**src/rtl/irq_pending_latch.sv**
```systemverilog
// Request front-end for the 8-input priority encoder: synchronises raw request lines,
// latches rising edges into sticky pending bits, gates them by mask and retires by index.

module irq_pending_lane #(
  parameter int SYNC_STAGES = 2
) (
  input  logic clk,
  input  logic rst,
  input  logic i_req,
  input  logic i_clr_hit,
  input  logic i_ovf_clr,
  output logic o_pend,
  output logic o_ovf
);

  logic [SYNC_STAGES-1:0] r_sync;
  logic                   r_d;
  logic                   r_pend;
  logic                   r_ovf;
  logic                   w_rise;

  assign w_rise = r_sync[SYNC_STAGES-1] & ~r_d;

  // A fresh edge always wins over a same-cycle clear; overflow only counts
  // edges that land on a bit that stays pending.
  always_ff @(posedge clk or negedge rst) begin
    if (!rst) begin
      r_sync <= '0;
      r_d    <= 1'b0;
      r_pend <= 1'b0;
      r_ovf  <= 1'b0;
    end else begin
      r_sync <= {r_sync[SYNC_STAGES-2:0], i_req};
      r_d    <= r_sync[SYNC_STAGES-1];
      r_pend <= w_rise | (r_pend & ~i_clr_hit);
      r_ovf  <= (w_rise & r_pend & ~i_clr_hit) | (r_ovf & ~i_ovf_clr);
    end
  end

  assign o_pend = r_pend;
  assign o_ovf  = r_ovf;

endmodule

module irq_pending_latch #(
  parameter int N           = 8,
  parameter int IDX_W       = 3,
  parameter int SYNC_STAGES = 2
) (
  input  logic             clk,
  input  logic             rst,
  input  logic [N-1:0]     req_in,
  input  logic [N-1:0]     mask,
  input  logic             clr_valid,
  input  logic [IDX_W-1:0] clr_idx,
  input  logic             ovf_clr,
  output logic [N-1:0]     pending,
  output logic [N-1:0]     enc_in,
  output logic             irq,
  output logic [N-1:0]     overflow
);

  logic [N-1:0] w_clr_hit;
  logic         r_irq;

  // Out-of-range indices match no lane, so they are ignored for free.
  for (genvar g = 0; g < N; g++) begin : g_lane
    assign w_clr_hit[g] = clr_valid && (clr_idx == IDX_W'(g));

    irq_pending_lane #(
      .SYNC_STAGES(SYNC_STAGES)
    ) u_lane (
      .clk      (clk),
      .rst      (rst),
      .i_req    (req_in[g]),
      .i_clr_hit(w_clr_hit[g]),
      .i_ovf_clr(ovf_clr),
      .o_pend   (pending[g]),
      .o_ovf    (overflow[g])
    );
  end

  assign enc_in = pending & mask;

  always_ff @(posedge clk or negedge rst) begin
    if (!rst) r_irq <= 1'b0;
    else      r_irq <= |enc_in;
  end

  assign irq = r_irq;

endmodule

```
**config.mk**
```make
export PLATFORM = sky130hd
export DESIGN_NAME = irq_pending_latch
export DESIGN_NICKNAME = d
export VERILOG_FILES = /design/src/rtl/irq_pending_latch.sv
export SDC_FILE = /design/constraint.sdc
export NUM_CORES = 1
export LEC_CHECK = 0
export CORE_ASPECT_RATIO = 0.7
export CORE_MARGIN = 2
export CORE_UTILIZATION = 40
export DETAILED_ROUTE_END_ITERATION = 12
export GPL_ROUTABILITY_DRIVEN = 0
export PLACE_DENSITY = 0.71
export SYNTH_ARGS = -nofsm -noshare
export SYNTH_HDL_FRONTEND = slang
export SYNTH_SLANG_ARGS = --single-unit
```
**constraint.sdc**
```tcl
create_clock -name clk -period 1.73 [get_ports clk]
set_input_delay 0.173 -clock clk [delete_from_list [all_inputs] [get_ports clk]]
set_output_delay 0.173 -clock clk [all_outputs]
set_load 0.05 [all_outputs]
```
# Word-level counts from Yosys, hierarchy flattened
# Cells that the tools add are included.
classes:
  bitwise_logic: 74
  n_reduce_logical: 10
  n_eq_ne: 7
op_table:
  columns: ["cell", "count"]
  rows:
  - ["1-bit AND", 40]
  - ["1-bit inverter", 17]
  - ["1-bit bitwise OR", 16]
  - ["3-bit equality test (second input constant)", 4]
  - ["8-bit AND", 1]
  - ["1-bit logical AND", 8]
  - ["8-bit OR reduction", 1]
  - ["3-bit by 2-bit equality test with 1-bit output (second input constant)", 2]
  - ["3-bit by 1-bit equality test with 1-bit output (second input constant)", 1]
  - ["3-bit zero test", 1]
totals:
  input_bits: 23
  regBits: 41
  elab_cells: 124

# Longest topological paths before layout
# Gate-level depths: netlist of run 1.
logic_depth:
  ltp_word: 5
  ltp_mapped: 3
  depth_no_buf: 3

# Hierarchy
# From an unflattened synthesis of run 1, not the netlist that was laid out.
hier_totals:
  hier_cells: 105
  hier_area_um2: 1418.9
by_module_without_submodules:
  columns: ["mod", "seq_area_each_um2", "n_inst", "area_per_inst_um2", "cells_per_inst"]
  rows:
  - ["irq_pending_lane", 125.1, 8, 157.7, 10]
  - ["irq_pending_latch", 25.0, 1, 157.7, 25]

# Least setup slack after synthesis of run 1
# Ideal clock, no wire load.
synth_path:
  path_kind: "register to register"
  from: "reg g_lane[1].u_lane.r_pend"
  to: "reg r_irq, in the netlist irq"
  n_path_buf: 0
  setup_time_ps: 139
  slack_ps: -72
  arrival_time_ps: 1664
  stages_incl_launch_ff: 4
  path_cell_list: "dfrtp_1 -> and2_1 -> or4_1 -> or4_1"
synth_between:
  elab_chain_len: 2
synth_lines:
  columns: ["item", "line_no", "rtl"]
  rows:
  - ["start: declaration", "18", "logic r_pend;"]
  - ["start signal: assignment", "35", "r_pend <= w_rise | (r_pend & ~i_clr_hit);"]
  - ["8-bit AND", "83", "assign enc_in = pending & mask;"]
  - ["named net enc_in[1]", "58", "output logic [N-1:0] enc_in,"]
  - ["8-bit OR reduction", "87", "else r_irq <= |enc_in;"]
  - ["end signal: assignment", "87", null]
  - ["end: declaration", "64", "logic r_irq;"]
# The timed path passes the listed nets, and every way through them passes these cells.

# Worst setup path after layout of run 1
layout_path:
  from: "reg g_lane[1].u_lane.r_pend"
  to: "reg r_irq, in the netlist irq"
layout_between:
  elab_chain_len: 2
layout_lines:
  columns: ["item", "line_no"]
  rows:
  - ["8-bit AND", "83"]
  - ["8-bit OR reduction", "87"]
# Every way passes these cells.

==> summary.txt, run 1 <==
Status
  • Outcome: complete, no violations

Yosys
  • YS warnings: 0
  • Largest family of logic cells by synthesized area: simple AND/OR/NAND/NOR gates
  • Post-Synthesis Cells: 114
  • Mux share of post-synthesis cell area: 0
  • Post-synthesis cell area: 1460 um2
  • Syn_area_per_cell: 12.8 um2
  • Mapped Nets: 137
  • Post-Synth Simple-Gate Area: 0.119
  • Xor-xnor portion of the synthesized cell area: 0
  • Synth Area in Compound Gates: 0.0711
  • Synth unique cells: 14
  • Yosys reg bits: 41
  • Sequential area share after synthesis: 0.702
  • Adder-Cell Fraction of Synth Area: 0

Drt
  • Routed Antenna Nets: 0
  • Post-Route WL: 2.93 mm
  • Drc violations: 0
  • Initial DRC count: 92
  • WL/cell: 14.0 um
  • Vias/cell: 4.47
  • Via Count: 938
  • 1st-pass router iterations: 4

Global routing
  • Total gr overflow: 0
  • Pin count of the biggest net entering global routing: 23
  • Vias in the first global route: 1,002
  • Gr usage total: 0.162
  • Initial antenna violation count: 0
  • First-pass GRT wire length: 4.79 mm

Timing
  • Post-Route Skew: 0.00221 ns
  • Final critical-path share of the clock period: 0.981
  • Final setup fails: 0
  • Max_slew headroom: 0.659
  • Max Freq: 589 MHz
  • Clock period minus worst slack: 1.70 ns
  • Unrepaired setup endpoints after global routing: false
  • Worst slew pin tran: 0.511 ns
  • Pins Over Slew Limit: 0
  • Hold Violations, Final: 0

Clock network
  • Skew-Pair Late Insertion Delay: 0.29 ns
  • CTS sink cnt: 41
  • CTS root buffer: clkbuf_8
  • H-tree levels: 2
  • Clock buffer depth: 2
  • CTS tree: built
  • TritonCTS Buffers: 5
  • Reg clk slew, reported paths: 0.07 ns

Setup path
  • Cell mode on critical path: or4_1
  • Worst EP required: 1.89 ns
  • Worst setup SP type: flop
  • CP Data Arrival Time: 1.86 ns
  • Setup CP Type: flop to flop
  • Critical-path top delay cell: or4_1
  • CP Cell Sequence: and2_2 > or4_1 > or4_1
  • Max incr delay on CP: 0.50 ns
  • Crit path max fanout: 3
  • Worst Setup End Kind: flop

Place
  • Port Buffers: 47
  • Post-DP Area: 1990 um2
  • Post-DP HPWL: 2.23 mm

Power
  • PwrDens: 1050 nW/um2
  • Peak supply drop: 0.000530 V
  • Power Total: 2.20 mW
  • Leak: 0.909 nW

Hold path
  • Hold WC Path Type: input pin to flop

Floorplan
  • DIE HEIGHT: 54.6 um
  • Starting density of the core: 0.416
  • Die width: 76.2 um
  • Rows: 18
  • Core area: 3510 um2
  • Die area: 4160 um2
  • Io pins: 48

Finish
  • Seq. cell area: 1030 um2
  • Nets: 183
  • Final Instance Area: 2100 um2
  • Area of the multi-input gates: 280 um2
  • Layout area overhead: 43.5%
  • Antenna diodes: 0
  • Layout cells sized above 1: 0.188
  • FILL cells: 302

Run
  • Max-Cap Viols: 0
[registers in the layout (all words and copies together), names as in the netlist]
register and flops:
g_lane.u_lane.o_ovf 8, g_lane.u_lane.o_pend 8, g_lane.u_lane.r_d 8, g_lane.u_lane.r_sync 16
irq 1
[cell type report]
| class | instances | area share |
|---|---|---|
| sequential | 41 | 0.489 |
| timing repair buffer | 56 | 0.290 |
| multi-input combinational | 47 | 0.134 |
| clock buffer | 7 | 0.0412 |
| tap | 50 | 0.0298 |
| inverter | 9 | 0.0161 |
[cells in the mapped netlist]
cell       n  area, um2
or2_2      1       6.26
and2_4     1       8.76
o41ai_1    1       8.76
o31ai_1    4       30.0
o22ai_1    8       50.1
o21ai_0    3       15.0
or4_1      2       15.0
dfrtp_1   41       1030
nand2b_1  10       62.6
buf_4     16        120
and2_1     7       43.8
inv_1      9       33.8
nand2_1   10       37.5
clkbuf_1   1       3.75
[routing by layer]
metal / wire length [um] / up-vias / global-route usage
met4: 57 / 0 / 0.0788
li1: - / 444 / -
met5: 0 / - / 0
met1: 1240 / 453 / 0.189
met2: 1420 / 36 / 0.257
met3: 215 / 5 / 0.0792
[metrics by stage]
step,hold slack (ns),util,TNS [ns],setup WS (ns),instances
after CTS,0.313,0.593,0,0.0211,208
after global routing,0.300,0.597,0,0.00192,210
after detailed placement,0.146,0.565,-0.160,-0.160,200
after floorplan,-0.123,-,0,0.00131,114
after global placement,0.141,0.565,-0.112,-0.112,200
final,0.316,0.597,0,0.0323,210
[path summary, 6_finish.rpt]
path,startpoint,to,slack (ns),cells after the start
worst max-delay path,g_lane[1].u_lane.o_pend,irq,0.03,3
worst min-delay path,req_in[7],g_lane[7].u_lane.r_sync[0],0.32,1
worst max register to register,g_lane[1].u_lane.o_pend,irq,0.03,3
worst min register to register,g_lane[4].u_lane.r_sync[0],g_lane[4].u_lane.r_sync[1],0.35,0
max in group asynchronous,rst,g_lane[6].u_lane.r_sync[0],0.86,3
min in group asynchronous,rst,g_lane[0].u_lane.r_sync[1],0.36,2
[power by group]
group          switching (mW)  internal (mW)  leakage, nW  total, mW
Clock                   0.299          0.316       0.0443      0.615
Combinational           0.309          0.222        0.398      0.531
Sequential             0.0338           1.02        0.466       1.06
[logic make-up after synthesis]
group	Yosys count
compound gates	16
buf+inv	26
flops	41
simple gates	31
[critical path, delay by kind of cell (launching register included)]
kind / cells / cell delay (ns)
DFF: 1 / 0.40
and+or+nand+nor: 3 / 1.17
[placed cells by master, fill, tap and decap left out, drive strengths merged]
cell type,Yosys,routed
or2,1,1
inv,9,9
nand2b,10,10
o31ai,4,4
or4,2,2
dfrtp,41,41
and2,8,8
dlygate4sd3,0,1
o22ai,8,8
o21ai,3,3
o41ai,1,1
buf,16,20
clkdlybuf4s50,0,35
clkbuf,1,7
nand2,10,10
[repair_timing]
action | CTS | global route
hold buffers | 1 | 0
resized for setup | 0 | 0
endpoints found under the hold margin | 20 | 0
setup buffers | 0 | 2
endpoints found under the setup margin | 0 | 1
Power figures use the tool's default switching activity.
==> inputs of run 2 (changes only) <==
GPL_TIMING_DRIVEN = 0   (was not set)
==> run 2 against run 1 <==
The flow now finishes with violations (negative hold slack). Clock power is 5.4% lower. Sequential share of layout area is 0.56 points higher. Total power is 3.5% lower. Utilization is 0.68 points lower. Clock-buffer cell count is 1 lower. Sequential power hardly changed. Maximum frequency is 0.79% higher. First-iteration DRC count is 46% lower. Largest power group unchanged.
==> summary.txt, run 2 (synthesis results as in run 1) <==
Setup path
  • Critical-path top delay cell: clkdlybuf4s50_1 (was or4_1)
  • CP Data Arrival Time: 1.51 ns (was 1.86 ns)
  • Crit path max fanout: 2 (was 3)
  • Worst path bufs/invs: 2 (was 0)
  • Worst setup SP type: flop (unchanged)
  • R2R setup slack: 0.11 ns (was 0.03 ns)
  • Max incr delay on CP: 0.78 ns (was 0.50 ns)
  • Worst EP required: 1.56 ns (was 1.89 ns)
  • CP Cell Sequence: buf_4 > clkdlybuf4s50_1 (was and2_2 > or4_1 > or4_1)
  • Largest delay share family, worst path: buffers and inverters (was simple AND/OR/NAND/NOR gates)
  • Worst path depth: 2 (was 3)
  • R2R depth: 3 (unchanged)
  • Worst Setup End Kind: primary output (was flop)
  • Setup CP Type: flop to primary output (was flop to flop)

Floorplan
  • Die area: 4160 um2 (unchanged)
  • Core area: 3510 um2 (unchanged)
  • Starting density of the core: 0.416 (unchanged)
  • DIE HEIGHT: 54.6 um (unchanged)
  • Io pins: 48 (unchanged)
  • Rows: 18 (unchanged)
  • Die width: 76.2 um (unchanged)

Clock network
  • CTS root buffer: clkbuf_8 (unchanged)
  • TritonCTS Buffers: 5 (unchanged)
  • CTS hold repair buffers: 0 (was 1)
  • H-tree levels: 2 (unchanged)
  • Reg clk slew, reported paths: 0.07 ns (about the same)
  • Clock buffer depth: 2 (unchanged)
  • CTS sink cnt: 41 (unchanged)
  • CTS tree: built (unchanged)
  • Skew-Pair Late Insertion Delay: 0.29 ns (about the same)

Global routing
  • Gr usage total: 0.151 (was 0.162)
  • Pin count of the biggest net entering global routing: 42 (was 23)
  • Total gr overflow: 0 (unchanged)
  • First-pass GRT wire length: 4.55 mm (was 4.79 mm)
  • Vias in the first global route: 978 (was 1,002)
  • Initial antenna violation count: 0 (unchanged)

Finish
  • Largest reg by FF count: g_lane.u_lane.r_sync (unchanged)
  • FILL cells: 300 (was 302)
  • Post-Layout Cell Count: 220 (was 210)
  • Layout cells sized above 1: 0.176 (was 0.188)
  • Area of the multi-input gates: 280 um2 (unchanged)
  • Commonest non-fill, non-tap cell in the layout: dfrtp_1 (unchanged)
  • Nets: 192 (was 183)
  • Commonest non-fill, non-tap cells in the layout: 41 x dfrtp_1, 22 x clkdlybuf4s50_1, 18 x buf_4 (was 41 x dfrtp_1, 35 x clkdlybuf4s50_1, 11 x buf_4)
  • Antenna diodes: 0 (unchanged)
  • Seq. cell area: 1030 um2 (unchanged)
  • Layout area overhead: 41.9% (was 43.5%)
  • Largest register FFs: 16 (unchanged)

Drt
  • WL/cell: 12.4 um (was 14.0 um)
  • Initial DRC count: 50 (was 92)
  • Vias/cell: 4.52 (was 4.47)
  • Drc violations: 0 (unchanged)
  • 1st-pass router iterations: 2 (was 4)
  • Via Count: 994 (was 938)
  • Post-Route WL: 2.73 mm (was 2.93 mm)
  • Routed Antenna Nets: 0 (unchanged)

Timing
  • Post-Route Skew: 0.00424 ns (was 0.00221 ns)
  • Max Freq: 594 MHz (was 589 MHz)
  • Worst slew pin tran: 0.854 ns (was 0.511 ns)
  • Max_slew headroom: 0.431 (was 0.659)
  • Hold Violations, Final: 24 (was 0)
  • Final critical-path share of the clock period: 0.974 (was 0.981)
  • Hold slack: -0.00859 ns (was 0.316 ns)
  • Final setup fails: 0 (unchanged)
  • Clock period minus worst slack: 1.68 ns (was 1.70 ns)
  • Pins Over Slew Limit: 0 (unchanged)
  • Unrepaired setup endpoints after global routing: false (unchanged)

Power
  • Clock power share: 0.273 (was 0.279)
  • Power Total: 2.13 mW (was 2.20 mW)
  • Internal Power: 1.49 mW (was 1.56 mW)
  • Net switching power figure: 0.635 mW (was 0.642 mW)
  • Peak supply drop: 0.000677 V (was 0.000530 V)
  • Sequential share of power: 0.496 (was 0.480)
  • Leak: 0.988 nW (was 0.909 nW)
  • PwrDens: 1030 nW/um2 (was 1050 nW/um2)
  • Switching Fraction: 0.298 (was 0.291)
  • Comb power frac: 0.230 (was 0.241)

Hold path
  • Hold WC Path Type: input pin to asynchronous set/reset pin (was input pin to flop)

Place
  • Post-DP HPWL: 2.03 mm (was 2.23 mm)
  • Cells after DPL: 210 (was 200)
  • Port Buffers: 46 (was 47)

Run
  • Max-Cap Viols: 0 (unchanged)

Status
  • Outcome: finished, violations left (was complete, no violations)
  • Failing checks: negative hold slack
run 2: repair_timing:
action                                  4_1_cts  5_1_grt
endpoints found under the setup margin       18        7
gates resized for setup                      17        6
pin swaps                                     0        1
buffers inserted                              1        1
run 2: area by class of cell:
cell class | count | area share
Timing Repair Buffer | 48 | 0.224
Clock buffer | 6 | 0.0350
Buffer | 17 | 0.0597
Inverter | 9 | 0.0163
Multi-Input combinational cell | 47 | 0.135
Clock inverter | 2 | 0.00483
Tap cell | 50 | 0.0302
Sequential cell | 41 | 0.495
run 2: per-stage QoR:
stage	cell area, um2	utilization	setup TNS [ns]	setup slack (ns)
2_1_floorplan	1460	-	0	0.00131
3_3_place_gp	1990	0.566	-16.91	-0.409
3_5_place_dp	1980	0.564	-0.360	-0.209
4_1_cts	2050	0.584	0	0.00506
5_1_grt	2070	0.590	0	0.000868
6_report	2070	0.590	0	0.0456
run 2: worst paths after layout:
kind,from,endpoint
max,g_lane[7].u_lane.o_ovf,overflow[7]
min,rst,g_lane[0].u_lane.r_d
max reg2reg,g_lane[3].u_lane.o_pend,irq
min reg2reg,g_lane[7].u_lane.r_sync[0],g_lane[7].u_lane.r_sync[1]
max in group asynchronous,rst,g_lane[6].u_lane.r_d
min in group clk,req_in[1],g_lane[1].u_lane.r_sync[0]
run 2: worst reg2reg max path, stage by stage (launching register included):
cell and delay, ns:
dfrtp_1 0.41, and2_2 0.18, or4_1 0.49, or4_1 0.42
run 2: power by group through the flow:
stage	clock network [mW]	registers [mW]	logic (mW)
after CTS	0.606	1.06	0.496
after global placement	0	1.07	0.509
after global routing	0.642	1.06	0.523
after floorplan	0	1.07	0.328
final	0.582	1.06	0.490
after detailed placement	0	1.08	0.515
run 2: per-layer routing:
| metal | part of all wire | GRT usage |
|---|---|---|
| met5 | 0 | 0 |
| met4 | 0.023 | 0.0909 |
| met1 | 0.44 | 0.183 |
| met2 | 0.50 | 0.246 |
| met3 | 0.041 | 0.0479 |
==> inputs of run 3 (changes only) <==
CORE_ASPECT_RATIO = 0.75   (was 0.7)
GPL_ROUTABILITY_DRIVEN = 1   (was 0)
==> run 3 against run 2 <==
Flip-flop and latch count unchanged. Via count decreased by 2.8%. Die area about the same. Sequential power about the same. The flow still finishes with violations (negative hold slack). Utilization increased by 2.5 points. Total power increased by 3.6%. Sequential share of layout area decreased by 0.41 points. Combinational power decreased by 0.8%. Highest routed layer unchanged. Clock-buffer cell count increased by 1. First-iteration DRC count increased by 8.0%. Critical path depth increased by 1. Global-route usage increased by 0.081 points.
==> summary.txt, run 3 (synthesis results as in run 1) <==
Setup path
  • Worst setup SP type: flop (unchanged)
  • Worst Setup End Kind: flop (was primary output)
  • Crit path max fanout: 3 (was 2)
  • CP Data Arrival Time: 1.78 ns (was 1.51 ns)
  • RR Startpoint: g_lane[1].u_lane.o_pend (was g_lane[3].u_lane.o_pend)
  • Worst r2r dst: irq (unchanged)
  • R2R setup slack: 0.11 ns (about the same)
  • Setup CP Type: flop to flop (was flop to primary output)
  • R2R depth: 3 (unchanged)
  • Worst EP required: 1.89 ns (was 1.56 ns)

Timing
  • Hold slack: -0.0156 ns (was -0.00859 ns)
  • Final WS setup: 0.109 ns (was 0.0456 ns)
  • Post-Route Skew: 0.00510 ns (was 0.00424 ns)
  • Final setup fails: 0 (unchanged)
  • Final critical-path share of the clock period: 0.937 (was 0.974)
  • Max Freq: 617 MHz (was 594 MHz)
  • Hold Violations, Final: 13 (was 24)
  • Pins Over Slew Limit: 0 (unchanged)
  • Max_slew headroom: 0.432 (was 0.431)
  • Unrepaired setup endpoints after global routing: false (unchanged)
  • Worst slew pin tran: 0.852 ns (was 0.854 ns)
  • Clock period minus worst slack: 1.62 ns (was 1.68 ns)
  • Setup_tns: 0 ns (unchanged)

Power
  • Comb power frac: 0.221 (was 0.230)
  • Clock power share: 0.300 (was 0.273)
  • Peak supply drop: 0.000744 V (was 0.000677 V)
  • Leak: 1.01 nW (was 0.988 nW)
  • Internal Power: 1.57 mW (was 1.49 mW)
  • PwrDens: 1050 nW/um2 (was 1030 nW/um2)
  • Net switching power figure: 0.630 mW (was 0.635 mW)
  • Switching Fraction: 0.286 (was 0.298)
  • Sequential share of power: 0.479 (was 0.496)

Drt
  • Via Count: 966 (was 994)
  • Vias/cell: 4.41 (was 4.52)
  • 1st-pass router iterations: 4 (was 2)
  • Post-Route WL: 2.65 mm (was 2.73 mm)
  • Initial DRC count: 54 (was 50)
  • Drc violations: 0 (unchanged)
  • Routed Antenna Nets: 0 (unchanged)
  • WL/cell: 12.1 um (was 12.4 um)

Finish
  • Commonest non-fill, non-tap cell in the layout: dfrtp_1 (unchanged)
  • Final Instance Area: 2090 um2 (was 2070 um2)
  • Commonest non-fill, non-tap cells in the layout: 41 x dfrtp_1, 21 x clkdlybuf4s50_1, 17 x buf_4 (was 41 x dfrtp_1, 22 x clkdlybuf4s50_1, 18 x buf_4)
  • Largest reg by FF count: g_lane.u_lane.r_sync (unchanged)
  • Nets: 191 (was 192)
  • Antenna diodes: 0 (unchanged)
  • Area of the multi-input gates: 280 um2 (unchanged)
  • FILL cells: 277 (was 300)
  • Largest register FFs: 16 (unchanged)
  • Layout area overhead: 43.1% (was 41.9%)
  • Layout cells sized above 1: 0.178 (was 0.176)
  • Seq. cell area: 1030 um2 (unchanged)

Place
  • Port Buffers: 46 (unchanged)
  • Routability cong.: 0.762
  • Post-DP Area: 1980 um2 (unchanged)
  • Pre-CTS WS: -0.174 ns (was -0.209 ns)
  • Post-DP HPWL: 2.03 mm (about the same)

Global routing
  • Total gr overflow: 0 (unchanged)
  • Pin count of the biggest net entering global routing: 42 (unchanged)
  • Gr usage total: 0.152 (was 0.151)
  • Initial antenna violation count: 0 (unchanged)
  • First-pass GRT wire length: 4.60 mm (was 4.55 mm)
  • Vias in the first global route: 986 (was 978)

Clock network
  • CTS hold repair buffers: 0 (unchanged)
  • CTS tree: built (unchanged)
  • H-tree levels: 2 (unchanged)
  • Reg clk slew, reported paths: 0.07 ns (about the same)
  • CTS sink cnt: 41 (unchanged)
  • CTS root buffer: clkbuf_8 (unchanged)
  • Skew-Pair Late Insertion Delay: 0.29 ns (about the same)
  • Clock buffer depth: 2 (unchanged)
  • TritonCTS Buffers: 5 (unchanged)

Floorplan
  • Die width: 73.8 um (was 76.2 um)
  • Io pins: 48 (unchanged)
  • Die area: 4160 um2 (about the same)
  • Starting density of the core: 0.430 (was 0.416)
  • Core area: 3400 um2 (was 3510 um2)
  • Rows: 18 (unchanged)
  • DIE HEIGHT: 56.3 um (was 54.6 um)

Run
  • Max-Cap Viols: 0 (unchanged)

Hold path
  • Hold WC Path Type: input pin to asynchronous set/reset pin (unchanged)

Status
  • Failing checks: negative hold slack (unchanged)
  • Outcome: finished, violations left (unchanged)
==> run 3: worst max-delay path by stage <==
stage	from	cells past startpoint	slack [ns]	end
final	g_lane[1].u_lane.o_pend	3	0.11	irq
after global routing	g_lane[1].u_lane.o_pend	3	0.06	irq
after CTS	g_lane[0].u_lane.o_ovf	2	0.004	overflow[0]
after detailed placement	mask[1]	4	-0.17	irq
after global placement	rst	1	-0.40	g_lane[7].u_lane.r_sync[1]
after floorplan	g_lane[1].u_lane.o_pend	3	0.001	irq
==> run 3: timing repair <==
action	4_1_cts	5_1_grt
pin swaps	0	1
resized for setup	16	8
buffers inserted	0	1
cloned	0	0
setup endpoints to repair	16	9
==> run 3: layout make-up <==
class | instances | area share
sequential | 41 | 0.491
timing repair buffer | 47 | 0.221
multi-input combinational | 47 | 0.134
buffer | 17 | 0.0592
clock buffer | 7 | 0.0461
tap | 50 | 0.0299
inverter | 9 | 0.0162
clock inverter | 1 | 0.00239
==> run 3: power by group through the flow <==
stage	Sequential (mW)	Combinational (mW)	Clock, mW
3_3_place_gp	1.07	0.510	0
4_1_cts	1.06	0.491	0.684
3_5_place_dp	1.08	0.514	0
6_report	1.06	0.486	0.660
2_1_floorplan	1.07	0.328	0
5_1_grt	1.07	0.519	0.730
==> run 3: worst max-delay path, stage by stage (launching register included) <==
cell and delay (ns):
dfrtp_1 0.40, and2_2 0.18, or4_1 0.52, or4_1 0.41
==> run 3: metrics by stage <==
| stage | total power [mW] | instances | hold WS (ns) | utilization |
|---|---|---|---|---|
| global placement | 1.58 | 210 | 0.333 | 0.584 |
| finish | 2.20 | 219 | -0.0156 | 0.615 |
| global route | 2.31 | 219 | 0.0511 | 0.615 |
| detailed placement | 1.59 | 210 | 0.325 | 0.583 |
| floorplan | 1.39 | 114 | -0.123 | - |
| CTS | 2.23 | 218 | 0.00966 | 0.607 |
==> run 3: per-layer routing <==
layer / part of all wire / track usage / wire (um)
met5: 0 / 0 / 0
met4: 0.017 / 0.0623 / 44
met3: 0.047 / 0.0610 / 123
met2: 0.52 / 0.240 / 1370
met1: 0.42 / 0.184 / 1110
